`src/rtl/uart_receiver.sv`:
```
// rtl/uart_receiver.sv - 8N1 UART receive stage with start-bit glitch rejection and break handling.
// Define UART_RX_PARITY_EN to add an even-parity bit between data and stop and the o_parity_err output.
module uart_receiver #(
  parameter int BAUD_RATE         = 10000,
  parameter int CLOCK_FREQUENCY   = 250000,
  parameter int CYCLES_PER_SAMPLE = CLOCK_FREQUENCY / BAUD_RATE,
  parameter int HALF_SAMPLE       = CYCLES_PER_SAMPLE / 2
) (
  input  logic       clk,
  input  logic       r_reset,
  input  logic       i_rx,
  output logic [7:0] o_data,
  output logic       o_valid,
  output logic       o_frame_err,
`ifdef UART_RX_PARITY_EN
  output logic       o_parity_err,
`endif
  output logic       o_busy
);

  typedef enum logic [2:0] {
    ST_IDLE,
    ST_START,
    ST_DATA,
    ST_STOP,
    ST_BREAK
`ifdef UART_RX_PARITY_EN
    , ST_PARITY
`endif
  } state_t;

  localparam logic [15:0] LP_HALF_M1 = 16'(HALF_SAMPLE - 1);
  localparam logic [15:0] LP_FULL_M1 = 16'(CYCLES_PER_SAMPLE - 1);

  state_t      r_state;
  logic [15:0] r_cnt;
  logic [3:0]  r_bit_idx;
  logic [7:0]  r_shift;
  logic        r_rx_meta;
  logic        r_rx_s;

  state_t      w_state_n;
  logic [15:0] w_cnt_n;
  logic [3:0]  w_bit_idx_n;
  logic [7:0]  w_shift_n;
  logic [7:0]  w_data_n;
  logic        w_valid_n;
  logic        w_frame_err_n;
  logic        w_busy_n;
  logic        w_bit_tick;

`ifdef UART_RX_PARITY_EN
  logic        r_par_bit;
  logic        w_par_bit_n;
  logic        w_parity_err_n;
`endif

  // Two-flop synchroniser; idle-high reset so a reset never looks like a start bit.
  always_ff @(posedge clk) begin
    if (r_reset) begin
      r_rx_meta <= 1'b1;
      r_rx_s    <= 1'b1;
    end else begin
      r_rx_meta <= i_rx;
      r_rx_s    <= r_rx_meta;
    end
  end

  always_ff @(posedge clk) begin
    if (r_reset) begin
      r_state      <= ST_IDLE;
      r_cnt        <= 16'd0;
      r_bit_idx    <= 4'd0;
      r_shift      <= 8'd0;
      o_data       <= 8'd0;
      o_valid      <= 1'b0;
      o_frame_err  <= 1'b0;
      o_busy       <= 1'b0;
`ifdef UART_RX_PARITY_EN
      r_par_bit    <= 1'b0;
      o_parity_err <= 1'b0;
`endif
    end else begin
      r_state      <= w_state_n;
      r_cnt        <= w_cnt_n;
      r_bit_idx    <= w_bit_idx_n;
      r_shift      <= w_shift_n;
      o_data       <= w_data_n;
      o_valid      <= w_valid_n;
      o_frame_err  <= w_frame_err_n;
      o_busy       <= w_busy_n;
`ifdef UART_RX_PARITY_EN
      r_par_bit    <= w_par_bit_n;
      o_parity_err <= w_parity_err_n;
`endif
    end
  end

  assign w_bit_tick = (r_cnt == LP_FULL_M1);

  always_comb begin
    w_state_n      = r_state;
    w_cnt_n        = r_cnt;
    w_bit_idx_n    = r_bit_idx;
    w_shift_n      = r_shift;
    w_data_n       = o_data;
    w_valid_n      = 1'b0;
    w_frame_err_n  = 1'b0;
`ifdef UART_RX_PARITY_EN
    w_par_bit_n    = r_par_bit;
    w_parity_err_n = 1'b0;
`endif

    case (r_state)
      ST_IDLE: begin
        if (!r_rx_s) begin
          w_state_n = ST_START;
          w_cnt_n   = 16'd0;
        end
      end

      ST_START: begin
        if (r_cnt == LP_HALF_M1) begin
          w_cnt_n = 16'd0;
          // A start bit that is gone by its centre was noise on the line.
          if (!r_rx_s) begin
            w_state_n   = ST_DATA;
            w_bit_idx_n = 4'd0;
          end else begin
            w_state_n = ST_IDLE;
          end
        end else begin
          w_cnt_n = r_cnt + 16'd1;
        end
      end

      ST_DATA: begin
        if (w_bit_tick) begin
          w_cnt_n   = 16'd0;
          w_shift_n = {r_rx_s, r_shift[7:1]};
          if (r_bit_idx == 4'd7) begin
            w_bit_idx_n = 4'd0;
`ifdef UART_RX_PARITY_EN
            w_state_n   = ST_PARITY;
`else
            w_state_n   = ST_STOP;
`endif
          end else begin
            w_bit_idx_n = r_bit_idx + 4'd1;
          end
        end else begin
          w_cnt_n = r_cnt + 16'd1;
        end
      end

`ifdef UART_RX_PARITY_EN
      ST_PARITY: begin
        if (w_bit_tick) begin
          w_cnt_n     = 16'd0;
          w_par_bit_n = r_rx_s;
          w_state_n   = ST_STOP;
        end else begin
          w_cnt_n = r_cnt + 16'd1;
        end
      end
`endif

      ST_STOP: begin
        if (w_bit_tick) begin
          w_cnt_n = 16'd0;
          if (r_rx_s) begin
            w_data_n  = r_shift;
            w_valid_n = 1'b1;
            w_state_n = ST_IDLE;
`ifdef UART_RX_PARITY_EN
            w_parity_err_n = ^{r_shift, r_par_bit};
`endif
          end else begin
            w_frame_err_n = 1'b1;
            w_state_n     = ST_BREAK;
          end
        end else begin
          w_cnt_n = r_cnt + 16'd1;
        end
      end

      // Hold here while the line stays low so a break yields a single error.
      ST_BREAK: begin
        if (r_rx_s) begin
          w_state_n = ST_IDLE;
        end
      end

      default: begin
        w_state_n = ST_IDLE;
        w_cnt_n   = 16'd0;
      end
    endcase

    w_busy_n = (w_state_n != ST_IDLE);
  end

endmodule

```
`config.mk`:
```
export PLATFORM = sky130hd
export DESIGN_NAME = uart_receiver
export DESIGN_NICKNAME = d
export VERILOG_FILES = /design/src/rtl/uart_receiver.sv
export SDC_FILE = /design/constraint.sdc
export NUM_CORES = 1
export LEC_CHECK = 0
export CAP_MARGIN = 20
export CORE_AREA = 2 2 74 76
export DETAILED_ROUTE_END_ITERATION = 10
export DIE_AREA = 0 0 76 78
export PLACE_DENSITY = 0.57
export SLEW_MARGIN = 40
export SYNTH_ARGS = -nofsm -noshare
export SYNTH_HDL_FRONTEND = slang
export SYNTH_SLANG_ARGS = --single-unit
export TNS_END_PERCENT = 5
```
`constraint.sdc`:
```
create_clock -name clk -period 2.1 [get_ports clk]
set_input_delay 0.42 -clock clk [delete_from_list [all_inputs] [get_ports clk]]
set_output_delay 0.42 -clock clk [all_outputs]
set_load 0.01 [all_outputs]
```
Word level (Yosys, flattened, before mapping)
Index checks and enable logic that the tools add are counted.
{"block": "op_classes", "add_sub_neg": 2, "reduce_logical": 9, "n_eq_ne": 11, "n_mux": 20, "bitwise_logic": 3}
{"operator": "$pmux 16 s4", "n": 1}
{"operator": "$mux 16", "n": 3}
{"operator": "$mux 3", "n": 7}
{"operator": "$add 16x1->16 const B", "n": 1}
{"operator": "$eq 16x4->1 const B", "n": 1}
{"operator": "$eq 16x5->1 const B", "n": 1}
{"operator": "$mux 4", "n": 4}
{"operator": "$pmux 3 s5", "n": 1}
{"operator": "$ne 2x2->1 const B", "n": 4}
{"operator": "$pmux 4 s2", "n": 1}
{"operator": "$eq 3x2->1 const B", "n": 2}
{"operator": "$add 4x1->4 const B", "n": 1}
{"operator": "$eq 4x3->1 const B", "n": 1}
{"operator": "$reduce_and 2->1", "n": 2}
{"operator": "$reduce_and 4->1", "n": 1}
{"operator": "$eq 3x1->1 const B", "n": 1}
{"operator": "$eq 3x3->1 const B", "n": 1}
{"operator": "$logic_not 3->1", "n": 1}
{"operator": "$not 1->1", "n": 3}
{"operator": "$reduce_and 3->1", "n": 1}
{"operator": "$reduce_bool 3->1", "n": 1}
{"operator": "$reduce_or 3->1", "n": 1}
{"operator": "$mux 1", "n": 2}
{"operator": "$mux 2", "n": 1}
{"operator": "2 further kinds", "n": 2}
{"block": "totals", "inputBits": 3, "out_inout_bits": 11, "reg_bits": 44, "word_cells": 55}

Longest topological paths before layout
Gate-level depths: netlist of run 1.
{"block": "depth", "word_depth": 5, "depth_mapped": 8, "ltp_nobuf": 7}

Worst setup path after synthesis of run 1
Ideal clock, no wire load.
{"block": "synth_timing", "path_type": "register -> register", "start": "register r_cnt[0]", "end": "register o_busy", "t_required_ns": 1.973, "synth_period_minus_slack_ns": 2.224, "setup_slack_ns": -0.124, "stages_incl_launch_ff": 7, "setup_ns": 0.127, "arrival_ns": 2.097, "cell_sequence": "dfxtp_1 > ha_1 > or4b_2 > nor4_2 > a2bb2oi_2 > a221oi_2 > or3_1"}
{"block": "synth_between", "elab_chain_cells": 4}
{"item": "start: declaration", "line": "36", "rtl": "logic [15:0] r_cnt;"}
{"item": "start signal: assignment", "line": "85", "rtl": "r_cnt <= w_cnt_n;"}
{"item": "$eq 16x5->1 / $eq 16x4->1 (equally long branches)", "line": "99, 123"}
{"item": "$mux 3, on equally long branches", "line": "169, 123, 138"}
{"item": "$pmux 3 s5 *", "line": "114", "rtl": "case (r_state)"}
{"item": "$reduce_bool 3->1 *", "line": "200", "rtl": "w_busy_n = (w_state_n != ST_IDLE);"}
{"item": "end signal: assignment", "line": "91", "rtl": "o_busy <= w_busy_n;"}
{"item": "end: declaration", "line": "18", "rtl": "output logic o_busy"}
Mark *: on every way between the ends. The rest lies on a longest branch, timed or not.
A chain may end at the register's enable or synchronous reset.

Worst setup path after layout of run 1
{"block": "layout_timing", "start": "register r_cnt[11]", "end": "register o_busy"}
The elaborated chain is that of the path after synthesis.

==> run metrics, run 1 <==
clock tree from TritonCTS=done; pwr dens=609.5 mW/mm²; Slew headroom=0.5963; Worst-Margin Slew=599.2 ps; NetSw=329.9 µW; crit share post-route=1.007; Core Box Area=0.005042 mm²; Hold Crit Start=r_rx_meta; DRC=0; Num Clock Sinks=44; Mapped Area=0.001993 mm²; Worst-path clk slew=90 ps; Clock power frac=0.409; overall die height=78 µm; commonest cells after routing, fill and taps aside=41 x dfxtp_1, 30 x nor2_1, 29 x buf_4; Leak=0.0009784 µW; via count=1672; sequential share of the synthesized area=0.4419; DIE AREA=0.005928 mm²; Worst Setup Start Kind=flop; first-pass GRT wire length=7.452 mm; Logic pwr share=0.050; r2r startpoint=r_cnt[11]; RePlAce Congestion=0.7485; CTS max path bufs=2; register bit total from synthesis=44; CTS Buf Count=5; Ports=14; worst hold path class=reg2reg; Async SR Flop Fraction=0; Slew Viols, Final=0; crit path kind=reg2reg; setup bufs post-CTS=0; critical path peak fanout=7; VDD IR max=0.0002864 V; HPWL after DPL=2.939 mm; CP peak stage delay=590 ps; H-tree levels=2; final WL=4.140 mm; root buf cell=clkbuf_8; uppermost routed layer=met4; clock skew=9.158 ps; WL met2=1.761 mm; syn nets=232; FMAX=473.1 MHz; Rows=26; final net count=273; failing checks=setup timing; top_reg_cell synth=dfxtp_1; area grow syn2layout=28.06%; arrival time at the worst endpoint=2300 ps; cell-internal power=1226 µW; syn_area_per_cell=8.819 µm²; Starting Density=0.3953; crit path time final=2114 ps; Final setup viols=1; initial antenna violation count=0; dpl ws=-35.50 ps; Ys Warns=0; Syn Inst Count=226; Diodes inserted=0; CP Launch Point=r_cnt[11]; Placed Area=0.002416 mm²; switching share of power=0.2121; vias in the first global route=1631; final hold vios=0; die width=76 µm; Clk Latency, worst-skew pair=290 ps; wire per inst=12.25 µm; largest net degree at the start of global routing=18; post-route setup slack=-13.79 ps; gr ovfl total=0; Worst path slowest cell=or4_4; M1 WL=2.214 mm; number of synthesized flops with an enable pin=0; Cell Chain, Critical Path=or4_4, nor4_4, buf_4, nand2_1, a22o_1, or3_1; commonest non-fill, non-tap cell in the layout=dfxtp_1; Total GRT Usage=0.1549; Routed Antenna Nets=0; DR pass1 iterations=4; max-cap viol count=0; met3 WL=128 µm; Netlist cell types=44; IO Port Bufs=13; share of layout cells above drive strength 1=0.2164; drt via density=4.947; fin area=0.002552 mm²; CP endpoint kind=flop; Flop pwr share=0.542; outcome=finished with violations; initial DRC count=124; RSZ-0062 raised after global routing=true; Critical Path RT=2280 ps
## metrics by stage
stage / instances / util / total power, µW / setup TNS, ps / hold WS [ps]
floorplan: 226 / - / 905.7 / 0 / 389.5
global placement: 330 / 0.4792 / 937.7 / -113.1 / 397.2
detailed placement: 330 / 0.4792 / 938.3 / -120.4 / 396.8
CTS: 338 / 0.5020 / 1576 / -12.84 / 418.2
global route: 338 / 0.5062 / 1620 / -340.6 / 437.5
finish: 338 / 0.5062 / 1556 / -13.79 / 414.5
## routing by layer
metal  track usage  vias to the layer above
met5             0                        -
met4       0.06000                        0
met3       0.03837                        2
met2        0.2348                       20
met1        0.2127                      772
li1              -                      878
## sequential cells by signal, summed over array words and instances, names as in the netlist
name,cells
o_data,8
r_shift,8
r_cnt,16
o_valid,1
r_bit_idx,4
o_frame_err,1
r_state,3
r_rx_meta,1
o_busy,1
r_rx_s,1
## power groups by stage
stage / logic, µW / clock network (µW) / registers (µW)
finish: 77.1 / 636 / 843
floorplan: 44.3 / 0 / 861
detailed placement: 75.7 / 0 / 863
global placement: 75.3 / 0 / 862
CTS: 76.1 / 657 / 843
global route: 86.1 / 690 / 844
## cells in the mapped netlist (all sizes together) (4+ instances only)
cell type  number  share of area
nand2          27          0.051
dfxtp          44           0.44
buf             4          0.011
a31oi           4          0.013
clkbuf          6          0.011
nand2b          6          0.019
nand4           6          0.019
nor4            9          0.039
nor2           30          0.056
nand3           7          0.018
inv             5         0.0094
nor3            7          0.018
a21oi          11          0.028
xnor2           7          0.031
mux2i          10          0.050
## critical path, delay by kind of cell (launching register included)
kind | cells | cell delay [ps]
compound gates | 1 | 220
buf+inv | 1 | 190
flops | 1 | 320
simple gates | 4 | 1290
## timing repair
item / CTS / global route
gates resized for setup: 3 / 7
endpoints found under the setup margin: 16 / 33
pin swaps: 1 / 6
hold buffers: 0 / 0
## final timing paths
kind | endpoint | slack, ps | cells past startpoint
setup / recovery | o_busy | -10 | 6
hold / removal | r_rx_s | 410 | 1
setup reg to reg | o_busy | -10 | 6
hold reg to reg | r_rx_s | 410 | 1
## cell type report
class | count | area, µm²
clock buffer | 6 | 72.57
clock inverter | 2 | 35.03
multi-input combinational | 167 | 1084
sequential | 44 | 884.6
fill | 471 | 2490
timing repair buffer | 44 | 370.4
tap | 70 | 87.58
inverter | 5 | 18.77
## cells by family after synthesis
kind of cell | count (synthesis) | share of synthesized area
buf+inv | 15 | 0.03201
mux | 11 | 0.05775
fa+ha+maj | 3 | 0.01883
flops | 44 | 0.4419
xor+xnor | 9 | 0.03955
simple gates | 111 | 0.2925
compound gates | 33 | 0.1174
Power figures use the tool's default switching activity.
==> run 2: changes to the inputs <==
--- a/config.mk
+++ b/config.mk
@@ -6,12 +6,14 @@
 export NUM_CORES = 1
 export LEC_CHECK = 0
 export CAP_MARGIN = 20
+export CELL_PAD_IN_SITES_DETAIL_PLACEMENT = 1
+export CELL_PAD_IN_SITES_GLOBAL_PLACEMENT = 1
 export CORE_AREA = 2 2 74 76
 export DETAILED_ROUTE_END_ITERATION = 10
 export DIE_AREA = 0 0 76 78
-export PLACE_DENSITY = 0.57
+export PLACE_DENSITY = 0.71
 export SLEW_MARGIN = 40
 export SYNTH_ARGS = -nofsm -noshare
 export SYNTH_HDL_FRONTEND = slang
 export SYNTH_SLANG_ARGS = --single-unit
-export TNS_END_PERCENT = 5
+export TNS_END_PERCENT = 20
==> run 2 against run 1 <==
The flow still finishes with violations (setup timing); hold slack better by 19 ps; power decreased by 7.5%; wire length up 20%; critical path type unchanged; largest cell class unchanged; global-route usage increased by 1.7 points.
==> run metrics, run 2 (synthesis gave the netlist of run 1 again) <==
CP peak stage delay=480 ps (was 590 ps); Slew headroom=0.6136 (was 0.5963); Largest regs=r_cnt (16), o_data (8), r_shift (8) (unchanged); dpl ws=-58.37 ps (was -35.50 ps); overall die height=78 µm (unchanged); Final setup viols=6 (was 1); gr ovfl total=0 (unchanged); Num Clock Sinks=44 (unchanged); DRC=0 (unchanged); Clk Latency, worst-skew pair=300 ps (was 290 ps); VDD IR max=0.0004584 V (was 0.0002864 V); initial antenna violation count=0 (unchanged); fill count=615 (was 471); M1 WL=2.349 mm (was 2.214 mm); Worst-path clk slew=90 ps (about the same); Core Box Area=0.005042 mm² (unchanged); arrival time at the worst endpoint=2360 ps (was 2300 ps); Total GRT Usage=0.1722 (was 0.1549); IO Port Bufs=13 (unchanged); CP endpoint kind=flop (unchanged); crit path time final=2166 ps (was 2114 ps); DR pass1 iterations=4 (unchanged); area grow syn2layout=26.55% (was 28.06%); final hold vios=0 (unchanged); CTS Buf Count=5 (unchanged); drt via density=5.262 (was 4.947); setup_tns=-213.8 ps (was -13.79 ps); commonest non-fill, non-tap cell in the layout=dfxtp_1 (unchanged); final WL=4.963 mm (was 4.140 mm); Leak=0.0009574 µW (was 0.0009784 µW); die width=76 µm (unchanged); largest net degree at the start of global routing=21 (was 18); RePlAce Congestion=0.7691 (was 0.7485); Worst path slowest cell=or4bb_4 (was or4_4); Routed Antenna Nets=0 (unchanged); worst hold path class=reg2reg (unchanged); RSZ-0062 raised after global routing=true (unchanged); final net count=271 (was 273); Critical Path RT=2290 ps (was 2280 ps); root buf cell=clkbuf_8 (unchanged); crit path kind=reg2reg (unchanged); Fin Hold WS=433.0 ps (was 414.5 ps); Rows=26 (unchanged); pwr dens=570.6 mW/mm² (was 609.5 mW/mm²); # hold bufs at CTS=0 (unchanged); Worst Setup Start Kind=flop (unchanged); Slew Viols, Final=0 (unchanged); clock skew=8.313 ps (was 9.158 ps); Starting Density=0.3953 (unchanged); post-route setup slack=-66.14 ps (was -13.79 ps); Ports=14 (unchanged); Top reg by flops=r_cnt (unchanged); failing checks=setup timing (unchanged); clock tree from TritonCTS=done (unchanged); WL met2=2.425 mm (was 1.761 mm); flip-flop count of the largest register after layout=16 (unchanged); Worst-Margin Slew=579.6 ps (was 599.2 ps); Placed Area=0.002386 mm² (was 0.002416 mm²); uppermost routed layer=met4 (unchanged); fin area=0.002522 mm² (was 0.002552 mm²); outcome=finished with violations (unchanged); critical path peak fanout=5 (was 7); CTS max path bufs=2 (unchanged); initial DRC count=69 (was 124); flop2flop setup slack=-70 ps (was -10 ps); FMAX=461.7 MHz (was 473.1 MHz); H-tree levels=2 (unchanged); crit share post-route=1.031 (was 1.007); wire per inst=14.77 µm (was 12.25 µm); vias in the first global route=1760 (was 1631); Diodes inserted=0 (unchanged); via count=1768 (was 1672); first-pass GRT wire length=8.273 mm (was 7.452 mm); Core Util, Final=0.5002 (was 0.5062); DIE AREA=0.005928 mm² (unchanged); HPWL after DPL=3.540 mm (was 2.939 mm); met3 WL=120 µm (was 128 µm); max-cap viol count=0 (unchanged); share of layout cells above drive strength 1=0.2068 (was 0.2164); Cell Chain, Critical Path=inv_1, ha_1, or4bb_4, o41ai_1, o31ai_2, a21o_1, a22o_1 (was or4_4, nor4_4, buf_4, nand2_1, a22o_1, or3_1); commonest cells after routing, fill and taps aside=41 x dfxtp_1, 30 x nor2_1, 27 x nand2_1 (was 41 x dfxtp_1, 30 x nor2_1, 29 x buf_4)
[run 2: cell count changes in the layout (fill, tap and decap cells not counted), sizes merged]
| cell | change |
|---|---|
| clkbuf | -1 |
| bufinv | -1 |
| buf | -2 |
| clkinv | +2 |
[run 2: routing by layer]
metal  vias up  global-route usage
li1        880                   -
met1       862              0.2157
met2        19              0.2973
met3         7             0.03488
met4         0             0.05636
met5         -                   0
[run 2: through the flow]
stage | power [µW] | std cells
2_1_floorplan | 905.7 | 226
3_3_place_gp | 933.1 | 326
3_5_place_dp | 934.1 | 326
4_1_cts | 1452 | 334
5_1_grt | 1496 | 336
6_report | 1439 | 336
[run 2: power by group]
group	internal, µW	total [µW]	switching (µW)
logic	29.0	71.7	42.7
clock network	232	524	292
registers	838	844	5.13
[run 2: timing repair]
item,in CTS,in global routing
gates cloned,0,1
gates resized for setup,2,8
pin swaps,4,6
setup endpoints to repair,19,33
buffers inserted,0,1
[run 2: worst max-delay path, delay by kind of cell (launching register included)]
family	cells	cell delay (ps)
compound gates	4	1000
buf+inv	1	70
fa+ha+maj	1	140
simple gates	1	480
flops	1	370
[run 2: final cells by class]
| class | count | area, µm² | share of cell area |
|---|---|---|---|
| repair buffers | 42 | 356.6 | 0.1414 |
| flip-flops and latches | 44 | 887.1 | 0.3517 |
| well taps | 70 | 87.58 | 0.03472 |
| clock buffers | 5 | 68.82 | 0.02728 |
| inverters | 5 | 18.77 | 0.007440 |
| clock inverters | 3 | 18.77 | 0.007440 |
| multi-input cells | 167 | 1085 | 0.4301 |
[run 2: worst paths after layout]
kind | start | to | cells past startpoint
max | r_cnt[0] | r_cnt[13] | 7
min | r_rx_meta | r_rx_s | 1
max reg2reg | r_cnt[0] | r_cnt[13] | 7
min reg2reg | r_rx_meta | r_rx_s | 1
